<file path="config.mk">
export PLATFORM = sky130hd
export DESIGN_NAME = prog_fir_coeff_loader
export DESIGN_NICKNAME = d
export VERILOG_FILES = /design/src/rtl/prog_fir_pkg.sv /design/src/rtl/prog_fir_rdlat_pipe.sv /design/src/rtl/prog_fir_coeff_loader.sv
export SDC_FILE = /design/constraint.sdc
export NUM_CORES = 1
export LEC_CHECK = 0
export CAP_MARGIN = 10
export CORE_UTILIZATION = 40
export DETAILED_ROUTE_END_ITERATION = 10
export PLACE_DENSITY = 0.76
export SYNTH_ARGS = -nofsm -noshare
export SYNTH_HDL_FRONTEND = slang
export SYNTH_SLANG_ARGS = --single-unit
export TNS_END_PERCENT = 10
</file>
<file path="constraint.sdc">
create_clock -name clk -period 2.6 [get_ports clk]
set_input_delay 0.65 -clock clk [delete_from_list [all_inputs] [get_ports clk]]
set_output_delay 0.65 -clock clk [all_outputs]
set_load 0.005 [all_outputs]
</file>
<file path="src/rtl/prog_fir_pkg.sv">
// prog_fir_pkg: shared types and defaults for the prog_fir coefficient loader.
//   state_t     loader FSM state (IDLE, ISSUE, DRAIN, SWAP)
//   *_DEF       default widths / sizes used by prog_fir_coeff_loader
//   chan_base   base word address of a channel's coefficient region
package prog_fir_pkg;

    typedef enum logic [1:0] {
        IDLE  = 2'd0,
        ISSUE = 2'd1,
        DRAIN = 2'd2,
        SWAP  = 2'd3
    } state_t;

    localparam int unsigned ADDR_W_DEF     = 10;
    localparam int unsigned DATA_W_DEF     = 32;
    localparam int unsigned CHAN_W_DEF     = 6;
    localparam int unsigned STRIDE_LG2_DEF = 4;
    localparam int unsigned N_WORDS_DEF    = 10;
    localparam int unsigned RD_LAT_DEF     = 3;

    // Channel base address = {chan, stride_lg2 zero bits}; caller narrows to ADDR_W.
    function automatic logic [31:0] chan_base(input logic [31:0] chan,
                                              input int unsigned stride_lg2);
        return chan << stride_lg2;
    endfunction

endpackage

</file>
<file path="src/rtl/prog_fir_rdlat_pipe.sv">
// prog_fir_rdlat_pipe: DEPTH-deep delay line carrying a read-valid bit and the
// word index that goes with it, so both line up with RAM read data.
//   clk, rst   clock, asynchronous active-high reset (flushes the line)
//   in_valid   read issued this cycle
//   in_idx     word index of that read
//   out_valid  delayed in_valid (DEPTH cycles)
//   out_idx    delayed in_idx (DEPTH cycles)
module prog_fir_rdlat_pipe #(
    parameter int unsigned DEPTH = 3,
    parameter int unsigned IDX_W = 4
) (
    input  logic             clk,
    input  logic             rst,
    input  logic             in_valid,
    input  logic [IDX_W-1:0] in_idx,
    output logic             out_valid,
    output logic [IDX_W-1:0] out_idx
);

    logic [DEPTH-1:0] vld;
    logic [IDX_W-1:0] idx [DEPTH];

    always_ff @(posedge clk or posedge rst) begin
        if (rst) begin
            vld <= '0;
            for (int i = 0; i < int'(DEPTH); i++) begin
                idx[i] <= '0;
            end
        end else begin
            vld[0] <= in_valid;
            idx[0] <= in_idx;
            for (int i = 1; i < int'(DEPTH); i++) begin
                vld[i] <= vld[i-1];
                idx[i] <= idx[i-1];
            end
        end
    end

    assign out_valid = vld[DEPTH-1];
    assign out_idx   = idx[DEPTH-1];

endmodule

</file>
<file path="src/rtl/prog_fir_coeff_loader.sv">
// prog_fir_coeff_loader: reads one channel's coefficient words from port A of the
// coefficient RAM in a burst, writes them into the FIR shadow bank and pulses a
// swap to make them live. Sole owner of port A reads.
//   clk, rst                 clock, asynchronous active-high reset
//   load_req, load_chan      single-cycle load request and channel to load
//   load_busy, load_done     busy from first issue through done; done pulse
//   bram_en_a, bram_we,      port A enable, write enable (always 0),
//   bram_addr, bram_rd_data  word address, read data
//   coeff_wr_en/idx/data     shadow bank write strobe, word index, packed pair
//   coeff_swap               shadow -> live bank pulse (with load_done)
//   load_sum                 wrapping sum of the last completed load's words
// Optional feature: define PROG_FIR_COEFF_CHECKSUM_EN to build the load_sum
// accumulator; otherwise load_sum is tied to 0.
module prog_fir_coeff_loader
    import prog_fir_pkg::*;
#(
    parameter int unsigned ADDR_W     = ADDR_W_DEF,
    parameter int unsigned DATA_W     = DATA_W_DEF,
    parameter int unsigned CHAN_W     = CHAN_W_DEF,
    parameter int unsigned STRIDE_LG2 = STRIDE_LG2_DEF,
    parameter int unsigned N_WORDS    = N_WORDS_DEF,
    parameter int unsigned RD_LAT     = RD_LAT_DEF
) (
    input  logic                  clk,
    input  logic                  rst,
    input  logic                  load_req,
    input  logic [CHAN_W-1:0]     load_chan,
    output logic                  load_busy,
    output logic                  load_done,
    output logic                  bram_en_a,
    output logic                  bram_we,
    output logic [ADDR_W-1:0]     bram_addr,
    input  logic [DATA_W-1:0]     bram_rd_data,
    output logic                  coeff_wr_en,
    output logic [STRIDE_LG2-1:0] coeff_wr_idx,
    output logic [DATA_W-1:0]     coeff_wr_data,
    output logic                  coeff_swap,
    output logic [DATA_W-1:0]     load_sum
);

    state_t                state, state_next;
    logic [STRIDE_LG2-1:0] cnt, cnt_next;
    logic                  pend, pend_next;
    logic [CHAN_W-1:0]     pend_chan, pend_chan_next, start_chan;
    logic                  start, last_issue, last_wr;
    logic                  pipe_valid;
    logic [STRIDE_LG2-1:0] pipe_idx;

    logic                  en_next, busy_next, swap_next, wr_en_next;
    logic [ADDR_W-1:0]     addr_next;
    logic [STRIDE_LG2-1:0] wr_idx_next;
    logic [DATA_W-1:0]     wr_data_next;

    assign bram_we    = 1'b0;
    assign last_issue = (state == ISSUE) && (cnt == STRIDE_LG2'(N_WORDS - 1));
    assign last_wr    = coeff_wr_en && (coeff_wr_idx == STRIDE_LG2'(N_WORDS - 1));

    // State register.
    always_ff @(posedge clk or posedge rst) begin
        if (rst) state <= IDLE;
        else     state <= state_next;
    end

    // Next-state logic; SWAP goes straight back to ISSUE when work is waiting.
    always_comb begin
        state_next = state;
        unique case (state)
            IDLE:    if (load_req || pend) state_next = ISSUE;
            ISSUE:   if (last_issue)       state_next = DRAIN;
            DRAIN:   if (last_wr)          state_next = SWAP;
            SWAP:    state_next = (load_req || pend) ? ISSUE : IDLE;
            default: state_next = IDLE;
        endcase
    end

    // Output / datapath next values. A fresh request beats the pending one.
    always_comb begin
        start          = (state_next == ISSUE) && (state != ISSUE);
        start_chan     = load_req ? load_chan : pend_chan;

        en_next        = (state_next == ISSUE);
        busy_next      = (state_next != IDLE);
        swap_next      = (state_next == SWAP);
        addr_next      = bram_addr;
        cnt_next       = cnt;
        pend_next      = pend;
        pend_chan_next = pend_chan;

        if (start) begin
            addr_next = ADDR_W'(chan_base(32'(start_chan), STRIDE_LG2));
            cnt_next  = '0;
        end else if (state == ISSUE && state_next == ISSUE) begin
            addr_next = bram_addr + ADDR_W'(1);
            cnt_next  = cnt + STRIDE_LG2'(1);
        end

        // One-deep pending slot, latest request wins.
        if (start) begin
            pend_next = 1'b0;
        end else if (load_req && state != IDLE) begin
            pend_next      = 1'b1;
            pend_chan_next = load_chan;
        end

        wr_en_next   = pipe_valid;
        wr_idx_next  = pipe_valid ? pipe_idx : coeff_wr_idx;
        wr_data_next = pipe_valid ? bram_rd_data : coeff_wr_data;
    end

    // Registered outputs and control state.
    always_ff @(posedge clk or posedge rst) begin
        if (rst) begin
            load_busy     <= 1'b0;
            load_done     <= 1'b0;
            coeff_swap    <= 1'b0;
            bram_en_a     <= 1'b0;
            bram_addr     <= '0;
            cnt           <= '0;
            pend          <= 1'b0;
            pend_chan     <= '0;
            coeff_wr_en   <= 1'b0;
            coeff_wr_idx  <= '0;
            coeff_wr_data <= '0;
        end else begin
            load_busy     <= busy_next;
            load_done     <= swap_next;
            coeff_swap    <= swap_next;
            bram_en_a     <= en_next;
            bram_addr     <= addr_next;
            cnt           <= cnt_next;
            pend          <= pend_next;
            pend_chan     <= pend_chan_next;
            coeff_wr_en   <= wr_en_next;
            coeff_wr_idx  <= wr_idx_next;
            coeff_wr_data <= wr_data_next;
        end
    end

    // Valid/index travel alongside the read so data and index meet at the write stage.
    prog_fir_rdlat_pipe #(
        .DEPTH (RD_LAT),
        .IDX_W (STRIDE_LG2)
    ) u_rdlat_pipe (
        .clk       (clk),
        .rst       (rst),
        .in_valid  (bram_en_a),
        .in_idx    (cnt),
        .out_valid (pipe_valid),
        .out_idx   (pipe_idx)
    );

`ifdef PROG_FIR_COEFF_CHECKSUM_EN
    logic [DATA_W-1:0] acc, acc_add, acc_next, sum_next;

    // Accumulate written words; publish the total on SWAP entry so it is valid with load_done.
    always_comb begin
        acc_add  = acc + (coeff_wr_en ? coeff_wr_data : '0);
        acc_next = start ? '0 : acc_add;
        sum_next = (state_next == SWAP) ? acc_add : load_sum;
    end

    always_ff @(posedge clk or posedge rst) begin
        if (rst) begin
            acc      <= '0;
            load_sum <= '0;
        end else begin
            acc      <= acc_next;
            load_sum <= sum_next;
        end
    end
`else
    assign load_sum = '0;
`endif

endmodule

</file>
# [Word-level counts from Yosys, hierarchy flattened]
# Cells that the tools add are included.
[totals] n_memories=0 regBits=78 word_cells=50 input_bits=41 ram_bits=0 latch_bits=0 romBits=0
[op_classes] reduce_logical=12 div_mod_pow=0 order_cmp=0 shift=0 addsub=2 bitwise=1 n_mux=12 mul=0 n_eq_ne=8
[ops] op="2-to-1 mux 10 bit" count=2
[ops] op="adder 10 x 1 -> 10 bit (second input constant)" count=1
[ops] op="== test 4 bit (second input constant)" count=2
[ops] op="2-to-1 mux 4 bit" count=2
[ops] op="case mux 2 bit (4 select lines)" count=1
[ops] op="nonzero test 2 bit" count=4
[ops] op="== test 2 bit (second input constant)" count=3
[ops] op="2-to-1 mux 2 bit" count=3
[ops] op="2-to-1 mux 6 bit" count=1
[ops] op="logical AND 1 bit" count=5
[ops] op="adder 4 x 1 -> 4 bit (second input constant)" count=1
[ops] op="== test 2 x 1 -> 1 bit (second input constant)" count=2
[ops] op="2-to-1 mux 1 bit" count=3
[ops] op="zero test 2 bit" count=1
[ops] op="!= test 2 x 1 -> 1 bit (second input constant)" count=1
[ops] op="AND reduction 2 bit" count=1
[ops] op="logical OR 1 bit" count=1
[ops] op="inverter 1 bit" count=1

# [Depth between registers and ports, before layout]
# Gate-level depths: netlist of run 1.
[logic_depth] word_depth=8 ltp_mapped=7 mapped_depth_nobuf=7

# [Hierarchy]
# Synthesis of run 1 repeated with hierarchy kept, for this count alone.
[unflattened] hier_cells=267 hier_area_um2=3362.0
[by_module_without_submodules] mod="prog_fir_coeff_loader" cells_each=247 seq_area_each_um2=1576.5 area_per_inst_um2=2952.8 instances=1
[by_module_without_submodules] mod="prog_fir_rdlat_pipe" cells_each=20 seq_area_each_um2=375.4 area_per_inst_um2=409.1 instances=1

# [Least setup slack after synthesis of run 1]
# No wires, ideal clock.
[synth_path] path_kind="in2reg" start="input load_req" end="register bram_addr[5]" t_arrival_ns=1.584 required_ns=2.479 setup_slack_ns=0.895 stages=6 path_cell_list="buf_2 > or2_1 > nor2_1 > buf_4 > nor3b_1 > o22a_1"
[synth_between] elab_chain_len=6 elab_cells_between_ends=10 classes_between="eq/ne (1); mux (5); reduce/logical (4)"
[synth_lines] item="from (decl)" line="prog_fir_coeff_loader.sv:26" source="input logic load_req,"
[synth_lines] item="logical OR 1 bit" line="prog_fir_coeff_loader.sv:68, prog_fir_coeff_loader.sv:71"
[synth_lines] item="2-to-1 mux 1 bit / 2-to-1 mux 2 bit (equally long branches)" line="prog_fir_coeff_loader.sv:71, prog_fir_coeff_loader.sv:68"
[synth_lines] item="case mux 2 bit (4 select lines)" line="prog_fir_coeff_loader.sv:67" source="unique case (state)"
[synth_lines] item="== test 2 x 1 -> 1 bit" line="prog_fir_coeff_loader.sv:78, prog_fir_coeff_loader.sv:92"
[synth_lines] item="logical AND 1 bit (on tied branches)" line="prog_fir_coeff_loader.sv:78, prog_fir_coeff_loader.sv:92"
[synth_lines] item="2-to-1 mux 10 bit / nonzero test 2 bit (equally long branches)"
[synth_lines] item="to (signal assigned)" line="prog_fir_coeff_loader.sv:129" source="bram_addr <= addr_next;"
[synth_lines] item="to (decl)" line="prog_fir_coeff_loader.sv:32" source="output logic [ADDR_W-1:0] bram_addr,"
# Several ways; a longest one is shown, not always the timed one.
# A chain may end at the register's enable or synchronous reset.

# [Worst setup path in the final report of run 1]
[layout_path] start="register bram_addr[2]" end="output bram_addr[2]"
# No word-level cell between the ends.

==> results of run 1 <==
per-stage QoR:
step	utilization [%]	instances	power (mW)
detailed placement	52.69	450	3.495
floorplan	-	290	2.785
global placement	52.69	450	3.444
CTS	54.91	466	4.340
finish	54.91	466	4.285
global route	54.91	466	4.570
cell usage in the layout (no fill, tap or decap), types with 2 or more instances in the layout:
cell	synthesis	routed
o31ai_1	4	4
nand3_1	3	3
conb_1	1	33
o22a_1	2	2
nor3b_1	2	2
o22ai_1	4	4
a2bb2oi_1	5	5
a22o_1	2	2
nand4_1	2	2
nor2_1	6	6
nand2_1	8	8
buf_4	36	7
clkdlybuf4s50_1	0	91
nor2b_1	2	2
clkbuf_8	0	9
inv_1	4	3
ha_1	3	3
mux2i_1	3	3
a21oi_1	3	3
o21ai_0	7	7
nor3_1	3	3
clkinvlp_4	0	3
mux2_2	44	44
o21ai_2	2	2
dfrtp_1	78	78
inv_6	0	2
and2_1	2	2
cells by family after synthesis:
logic type,synth area share [%]
AOI/OAI and AO/OA,8.408
other,0.1110
DFF,57.78
muxes,15.56
buffers and inverters,9.592
adders and majority gates,1.111
and+or+nand+nor,7.185
xor gates and xnor gates,0.2593
where the power goes:
| part | total (mW) | leakage (nW) | switching, mW | internal, mW |
|---|---|---|---|---|
| combinational | 1.53 | 0.927 | 0.612 | 0.923 |
| clock | 0.823 | 0.0881 | 0.464 | 0.359 |
| sequential | 1.93 | 0.905 | 0.300 | 1.63 |
| total | 4.28 | 1.92 | 1.38 | 2.91 |
routing by layer:
layer | vias to the layer above | wire length [µm]
met1 | 1072 | 2913
met3 | 8 | 680
met4 | 0 | 62
met5 | - | 0
met2 | 111 | 2928
li1 | 1042 | -
state kept, by name, summed over array words and instances (netlist names), 2 cells and up:
name,cells
cnt,4
u_rdlat_pipe.vld,3
u_rdlat_pipe.idx,8
coeff_wr_data,32
coeff_wr_idx,4
state,2
pend_chan,6
u_rdlat_pipe.out_idx,4
bram_addr,10
worst min path at each step:
stage / from / endpoint / slack, ns
3_3_place_gp: u_rdlat_pipe.idx[9] / u_rdlat_pipe.idx[5] / 0.33
6_report: u_rdlat_pipe.idx[7] / u_rdlat_pipe.out_idx[3] / 0.35
3_5_place_dp: u_rdlat_pipe.idx[7] / u_rdlat_pipe.out_idx[3] / 0.33
5_1_grt: u_rdlat_pipe.idx[7] / u_rdlat_pipe.out_idx[3] / 0.35
2_1_floorplan: u_rdlat_pipe.idx[8] / u_rdlat_pipe.idx[4] / 0.33
4_1_cts: u_rdlat_pipe.idx[7] / u_rdlat_pipe.out_idx[3] / 0.36
final cells by class:
cell class,count,area share (%)
inverter,4,0.4181
clock inverter,7,1.282
timing repair buffer,99,21.91
tap,105,2.926
clock buffer,9,2.759
sequential,78,43.48
multi-input combinational,164,27.23
==> results_dict.tcl, run 1 <==
set metrics [dict create \
    status "completed" \
    r2r_start "cnt[1]" \
    antenna_cells 0 \
    seq_area_frac_synth_pct 57.78 \
    io_buffer_count 91 \
    die_h_um 93.90 \
    slowest_delay_ns 0.56 \
    placed_area_um2 4308 \
    use_met3_pct 4.854 \
    drive_gt1_share_pct 21.88 \
    critical-path-top-delay-family "buffers and inverters" \
    drt_wl_total_mm 6.584 \
    ir_drop_v 0.0005133 \
    grt.busiest_layer "met2" \
    crit_buf_inv 1 \
    cp_num_cells 1 \
    dieArea_um2 8817 \
    critical_path.startpoint_type "flip-flop" \
    syn_area_per_cell_um2 13.09 \
    grt_pass1_wl_mm 10.27 \
    htreeDepth 3 \
    gp_congestion 0.8483 \
    drc 0 \
    cts-buffers-inserted 9 \
    grt_pass1_vias 2115 \
    hold_path.class "reg -> reg" \
    critPathCapture "bram_addr[2]" \
    worstSkewPairLatency_ns 0.34 \
    r2r_setup_slack_ns 0.65 \
    fillers 705 \
    met2_usage_pct 23.97 \
    drv_cap 0 \
    synth_ff_type "dfrtp_1" \
    yosysTopAreaCellShare_pct 57.78 \
    slew_viol_final 0 \
    ioPinCount 125 \
    dpl_worst_slack_ns 0.4542 \
    viasPerCell 4.792 \
    worst_r2r_path_depth 7 \
    ctsResizeCount 0 \
    clkSinkCount 78 \
    r2r_end "cnt[1]" \
    crit_start "bram_addr[2]" \
    antenna_found_initial 0 \
    max_freq_mhz 491.1 \
    drtIter0Drc 79 \
    finClkSkew_ns 0.008345 \
    yosysTopAreaCell "dfrtp_1" \
    cts-root-buf "clkbuf_8" \
    cp.required_ns 1.95 \
    synth_cell_types 49 \
    whs_ns 0.3517 \
    ys_warn_count 0 \
    ys_seq_elements 78 \
    final.setup.tns_ns 0 \
    use_met1_pct 20.05 \
    power_leakage_nw 1.920 \
    postCtsSetupBuffers 0 \
    synth_edf_count 0 \
    register_area_um2 1952 \
    power_density_nw_per_um2 954.5 \
    slew_headroom_pct 61.85 \
    dr.pass1.iters 6 \
    min_period_over_period_pct 78.31 \
    initial_utilization_pct 41.32 \
    grt_util_all_layers_pct 15.26 \
    grt_overflow 0 \
    design_area_um2 4489 \
    synth.cell_area_um2 3378 \
    die_w_um 93.90 \
    synth_most_common_cell "dfrtp_1" \
    finalSetupViolations 0 \
    rows 33 \
    wl_per_cell_um 14.13 \
    fin_crit_ns 2.036 \
    holdPathStages 0 \
    post-dp-hpwl_mm 4.805 \
    crit_chain "clkdlybuf4s50_1" \
    async_reset_ff_share_pct 100.0 \
    grt_max_degree 38 \
    syn_inst 258 \
    area_delta_synth_final_pct 32.89 \
    core_um2 8175 \
    dr_total_vias 2233 \
    multiInputGateArea_um2 1222 \
    clkTransAtPathRegs_ns 0.08 \
    final_nets 400 \
    ctsHoldBuffers 0 \
    hold_viol 0 \
    crit_type "reg -> out" \
    worst_slew_pin_slew_ns 0.5721 \
    clockBufferDepth 2 \
    rsz0062_at_grt "no" \
    worstSetupEndpointType "output pin" \
    fin_ws_ns 0.5639 \
    crit_arrival_ns 1.39 \
    yosys-top-cells-area "dfrtp_1, mux2_2, buf_4, a2bb2oi_1, ha_1" \
    final_antenna_net_count 0 \
    cpMaxStageDelayCell "clkdlybuf4s50_1" \
    synth_common_cells "dfrtp_1, mux2_2, buf_4, nand2_1" \
    tritoncts "yes" \
    path_max_fanout 7 \
]
(Power assumes the default switching activity.)
==> run 2, diff against run 1 <==
- CORE_UTILIZATION: 40 -> 44
- PLACE_DENSITY: 0.76 -> 0.79
- clock period: 2.6 -> 1.88 ns (I/O delays scaled with it)
==> results_dict.tcl, run 2 (synthesis results as in run 1) <==
set metrics [dict create \
    status "completed" \
    power_frac_clock_pct 23.6 \
    switchingPower_mw 1.849 \
    crit_type "reg -> out" \
    core_um2 7331 \
    cp.required_ns 1.41 \
    cts-buffers-inserted 9 \
    power_density_nw_per_um2 1380 \
    hold_viol 0 \
    cpMaxStageDelayCell "clkdlybuf4s50_1" \
    dr_total_vias 2270 \
    crit_buf_inv 1 \
    regMostFlops "coeff_wr_data" \
    cp_num_cells 1 \
    die_w_um 89.63 \
    holdPathStages 0 \
    p_seq_share_pct 42.2 \
    tritoncts "yes" \
    gp_congestion 0.8646 \
    comb_power_share_pct 34.2 \
    clkTransAtPathRegs_ns 0.08 \
    placed_area_um2 4343 \
    dr.pass1.iters 4 \
    hold_path.class "reg -> reg" \
    cts-root-buf "clkbuf_8" \
    drt_wl_total_mm 6.696 \
    finalSetupViolations 0 \
    dieArea_um2 8033 \
    antenna_cells 0 \
    fin_crit_ns 1.818 \
    grt_util_all_layers_pct 17.14 \
    io_buffer_count 91 \
    wl_per_cell_um 14.46 \
    ioPinCount 125 \
    critical_path.startpoint_type "flip-flop" \
    layout_commonest_cell "clkdlybuf4s50_1" \
    multiInputGateArea_um2 1222 \
    slew_viol_final 0 \
    worstSkewPairLatency_ns 0.34 \
    wl_met1_mm 2.796 \
    clkSinkCount 78 \
    ctsHoldBuffers 0 \
    ir_drop_v 0.0006892 \
    power_leakage_nw 1.976 \
    area_delta_synth_final_pct 35.81 \
    worstSetupEndpointType "output pin" \
    slowest_delay_ns 0.55 \
    fillers 559 \
    worst_r2r_path_depth 5 \
    antenna_found_initial 0 \
    htreeDepth 3 \
    initial_utilization_pct 46.08 \
    critical-path-top-delay-family "buffers and inverters" \
    final_antenna_net_count 0 \
    clockBufferDepth 2 \
    drc 0 \
    swShare_pct 29.20 \
    postCtsSetupBuffers 0 \
    place_inst 448 \
    largest_register_ffs 32 \
    fin_cells 463 \
    rsz0062_at_grt "no" \
    final_nets 404 \
    viasPerCell 4.903 \
    crit_arrival_ns 1.35 \
    crit_chain "clkdlybuf4s50_1" \
    register_area_um2 1953 \
    p_int_mw 4.484 \
    die_h_um 89.63 \
    finClkSkew_ns 0.01126 \
    grt_pass1_vias 2235 \
    drive_gt1_share_pct 22.80 \
    grt_max_degree 52 \
    path_max_fanout 6 \
    drv_cap 0 \
    post-dp-hpwl_mm 4.910 \
    top_layer_used "met4" \
    ctsResizeCount 0 \
    grt_overflow 0 \
    rows 31 \
    drtIter0Drc 85 \
    layout_common_cells "clkdlybuf4s50_1, dfrtp_1, mux2_2" \
    grt_pass1_wl_mm 10.33 \
    top_regs "coeff_wr_data x32, bram_addr x10, u_rdlat_pipe.idx x8" \
    met2_length_mm 3.108 \
    max_freq_mhz 550.2 \
    wl_met3_um 697 \
    min_period_over_period_pct 96.68 \
    design_area_um2 4588 \
]
## run 2: changes by cell type in the layout (fill, tap and decap cells not counted), sizes merged
cell / before / now
buf: 8 / 12
bufinv: 0 / 3
clkinv: 2 / 0
inv: 6 / 4
clkbuf: 9 / 10
clkinvlp: 3 / 2
## run 2: worst paths after layout
check / start / end / slack, ns
min in group asynchronous: rst / pend / 0.56
max in group asynchronous: rst / coeff_wr_data[18] / 1.03
worst max-delay path: bram_addr[0] / bram_addr[0] / 0.06
worst min register to register: u_rdlat_pipe.idx[7] / u_rdlat_pipe.out_idx[3] / 0.34
worst min-delay path: u_rdlat_pipe.idx[7] / u_rdlat_pipe.out_idx[3] / 0.34
worst max register to register: state[1] / cnt[1] / 0.21
## run 2: stage by stage
stage          util, %  setup TNS, ns  total power, mW  hold slack (ns)  setup slack, ns
3_5_place_dp     59.24        -0.2457            4.878           0.3347         -0.06387
5_1_grt          62.59              0            6.744           0.3612          0.01459
3_3_place_gp     59.24        -0.1212            4.797           0.3311         -0.05268
6_report         62.59              0            6.334           0.3408          0.06241
2_1_floorplan        -              0            3.851           0.3312           0.3547
4_1_cts          62.57              0            6.389           0.3437          0.02538
## run 2: layout make-up
| type | instances | area share (%) |
|---|---|---|
| flip-flops and latches | 78 | 42.57 |
| multi-input cells | 164 | 26.64 |
| well taps | 99 | 2.700 |
| inverters | 4 | 0.4091 |
| clock inverters | 5 | 2.318 |
| repair buffers | 103 | 22.36 |
| clock buffers | 10 | 3.000 |
## run 2: metal layers
layer	up-vias	global-route usage (%)
met1	1099	21.59
met5	-	0
li1	1050	-
met2	110	27.48
met4	0	7.648
met3	11	5.027
## run 2: power groups by stage
stage               Sequential, mW  Combinational, mW  Clock, mW
global placement              2.67               2.13          0
global route                  2.76               2.38       1.60
finish                        2.67               2.17       1.49
CTS                           2.68               2.19       1.52
floorplan                     2.63               1.23          0
detailed placement            2.70               2.18          0
==> run 3, diff against run 2 <==
- ABC_AREA: unset -> 1
- CORE_UTILIZATION: 44 -> 40
- PLACE_DENSITY: 0.79 -> 0.76
- clock period: 1.88 -> 1.5 ns (I/O delays scaled with it)
==> results_dict.tcl, run 3 <==
set metrics [dict create \
    hold_path.class "in -> async" \
    status "finished, violations left" \
    slew_viol_final 0 \
    initial_utilization_pct 41.54 \
    antenna_found_initial 0 \
    yosysTopAreaCellShare_pct 57.18 \
    syn_area_per_cell_um2 10.80 \
    wl_per_cell_um 12.65 \
    drtIter0Drc 37 \
    rows 33 \
    synth_common_cells "dfrtp_1, nand2_1, mux2_2, buf_4, nand3_1" \
    synth_xor_area_share_pct 1.283 \
    synth.cell_area_um2 3413 \
    drc 0 \
    power_density_nw_per_um2 1799 \
    cp.required_ns 1.78 \
    dieArea_um2 8907 \
    viasPerCell 4.627 \
    swShare_pct 33.92 \
    gp_congestion 0.8680 \
    critical_path.startpoint_type "flip-flop" \
    cts-buffers-inserted 9 \
    synth_compound_area_share_pct 2.933 \
    antenna_cells 0 \
    grt_max_degree 41 \
    yosysTopAreaCell "dfrtp_1" \
    dr.pass1.iters 4 \
    finClkSkew_ns 0.007714 \
    largest_register_ffs 32 \
    synth_ff_type "dfrtp_1" \
    ioPinCount 125 \
    async_reset_ff_share_pct 100.0 \
    switchingPower_mw 2.937 \
    fillers 726 \
    worst_r2r_path_depth 13 \
    synth_fa_ha_area_share_pct 1.100 \
    max_freq_mhz 629.5 \
    drt_wl_total_mm 6.947 \
    syn_inst 316 \
    hold_viol 0 \
    tritoncts "yes" \
    min_period_over_period_pct 105.9 \
    rsz0062_at_grt "yes" \
    fin_ws_ns -0.08863 \
    grt_util_all_layers_pct 15.91 \
    yosys-top-cells-area "dfrtp_1, mux2_2, buf_4, nand2_1, nand3_1" \
    synth_cell_types 28 \
    ys_warn_count 0 \
    clkSinkCount 78 \
    crit_type "reg -> reg" \
    p_seq_share_pct 39.2 \
    regMostFlops "coeff_wr_data" \
    drv_cap 0 \
    htreeDepth 3 \
    post-dp-hpwl_mm 4.930 \
    top_regs "coeff_wr_data x32, bram_addr x10, u_rdlat_pipe.idx x8" \
    area_delta_synth_final_pct 41.06 \
    worstSetupEndpointType "flip-flop" \
    die_w_um 94.38 \
    p_int_mw 5.723 \
    die_h_um 94.38 \
    ys_seq_elements 78 \
    grt_overflow 0 \
    crit_arrival_ns 1.86 \
    path_max_fanout 15 \
    postLayoutCoreUtil_pct 58.60 \
    synth_top_family_by_area "simple AND/OR/NAND/NOR gates" \
    synth-simple-area-share_pct 14.81 \
    comb_power_share_pct 41.9 \
    seq_area_frac_synth_pct 57.18 \
    worstSkewPairLatency_ns 0.34 \
    layout_common_cells "dfrtp_1, nand2_1, dlygate4sd2_1" \
    clkTransAtPathRegs_ns 0.08 \
    p_total_mw 8.660 \
    io_buffer_count 91 \
    clockBufferDepth 2 \
    core_um2 8217 \
    ir_drop_v 0.0008961 \
    final_antenna_net_count 0 \
    ctsHoldBuffers 0 \
    whs_ns 0.3144 \
    final_nets 483 \
    cts-root-buf "clkbuf_8" \
    dr_total_vias 2540 \
    power_frac_clock_pct 18.9 \
    synth_edf_count 0 \
    grt_pass1_vias 2386 \
    power_leakage_nw 2.335 \
    layout_commonest_cell "dfrtp_1" \
    drive_gt1_share_pct 25.45 \
    fin_crit_ns 1.589 \
    synth_most_common_cell "dfrtp_1" \
    final.setup.tns_ns -1.091 \
    synth.area.mux_share_pct 11.55 \
    failed_checks "setup timing" \
    grt_pass1_wl_mm 10.82 \
    finalSetupViolations 19 \
]
## run 3: cell types whose count changed after synthesis, moves of 9 or more
cell and delta:
inv_1 +15, mux2_2 -9, nand2_1 +54, nand3_1 +18
nor2_1 +9
## run 3: area by class of cell
| cell class | count | area, µm² | area share, % |
|---|---|---|---|
| sequential | 78 | 1953 | 40.57 |
| multi-input combinational | 209 | 1313 | 27.26 |
| timing repair buffer | 119 | 1112 | 23.10 |
| clock buffer | 11 | 151.4 | 3.144 |
| tap | 105 | 131.4 | 2.729 |
| inverter | 22 | 88.84 | 1.845 |
| clock inverter | 5 | 65.06 | 1.351 |
## run 3: per-stage QoR
| stage | cells | setup slack, ns | cell area [µm²] |
|---|---|---|---|
| after floorplan | 348 | -0.01187 | 3537 |
| after global placement | 523 | -0.2633 | 4486 |
| after detailed placement | 523 | -0.3023 | 4486 |
| after CTS | 546 | -0.09092 | 4730 |
| after global routing | 549 | -0.1844 | 4815 |
| final | 549 | -0.08863 | 4815 |
## run 3: kinds of logic (layout without fill, tap and decap cells)
kind of cell             after synthesis  count (layout)
multiplexers                          35              35
other                                  1              33
AO/OA/AOI/OAI                         17              17
adder cells (fa/ha/maj)                3               3
AND/OR/NAND/NOR                      114             116
flip-flops                            78              78
buffers and inverters                 63             157
XOR/XNOR                               5               5
## run 3: final timing paths
path / to / from / slack [ns]
max: bram_addr[6] / cnt[1] / -0.09
min: coeff_wr_data[14] / rst / 0.31
max reg2reg: bram_addr[6] / cnt[1] / -0.09
min reg2reg: u_rdlat_pipe.idx[6] / u_rdlat_pipe.idx[10] / 0.35
max in group asynchronous: bram_en_a / rst / 0.72
min in group clk: u_rdlat_pipe.idx[6] / u_rdlat_pipe.idx[10] / 0.35
## run 3: metal layers
layer	up-vias	GRT usage (%)	part of all wire (%)
met4	0	5.385	1.1
met3	8	3.865	9.0
met5	-	0	0
met2	105	26.27	47
met1	1212	20.45	43
li1	1215	-	-
## run 3: worst max-delay path: stages (launching register included)
cell and delay, ns:
dfrtp_1 0.40, inv_2 0.08, ha_4 0.13, nand2_4 0.05
nor2_4 0.14, nand2_2 0.07, nand2_2 0.09, nand2_4 0.07
nand2_4 0.10, nor2_4 0.05, buf_12 0.14, nand2_2 0.05
nand2_2 0.05, nor2_2 0.09
## run 3: power groups by stage
stage	sequential [mW]	clock, mW	combinational (mW)
after floorplan	3.47	0	1.82
after global placement	3.45	0	3.47
after detailed placement	3.49	0	3.55
after CTS	3.41	1.69	3.50
after global routing	3.51	1.81	4.03
final	3.40	1.64	3.62
## run 3: timing repair
item                                    in CTS  in global routing
resized for setup                           67                 18
setup buffers                                6                  2
pin swaps                                    5                  9
endpoints found under the setup margin      72                 22
gates cloned                                 1                  1
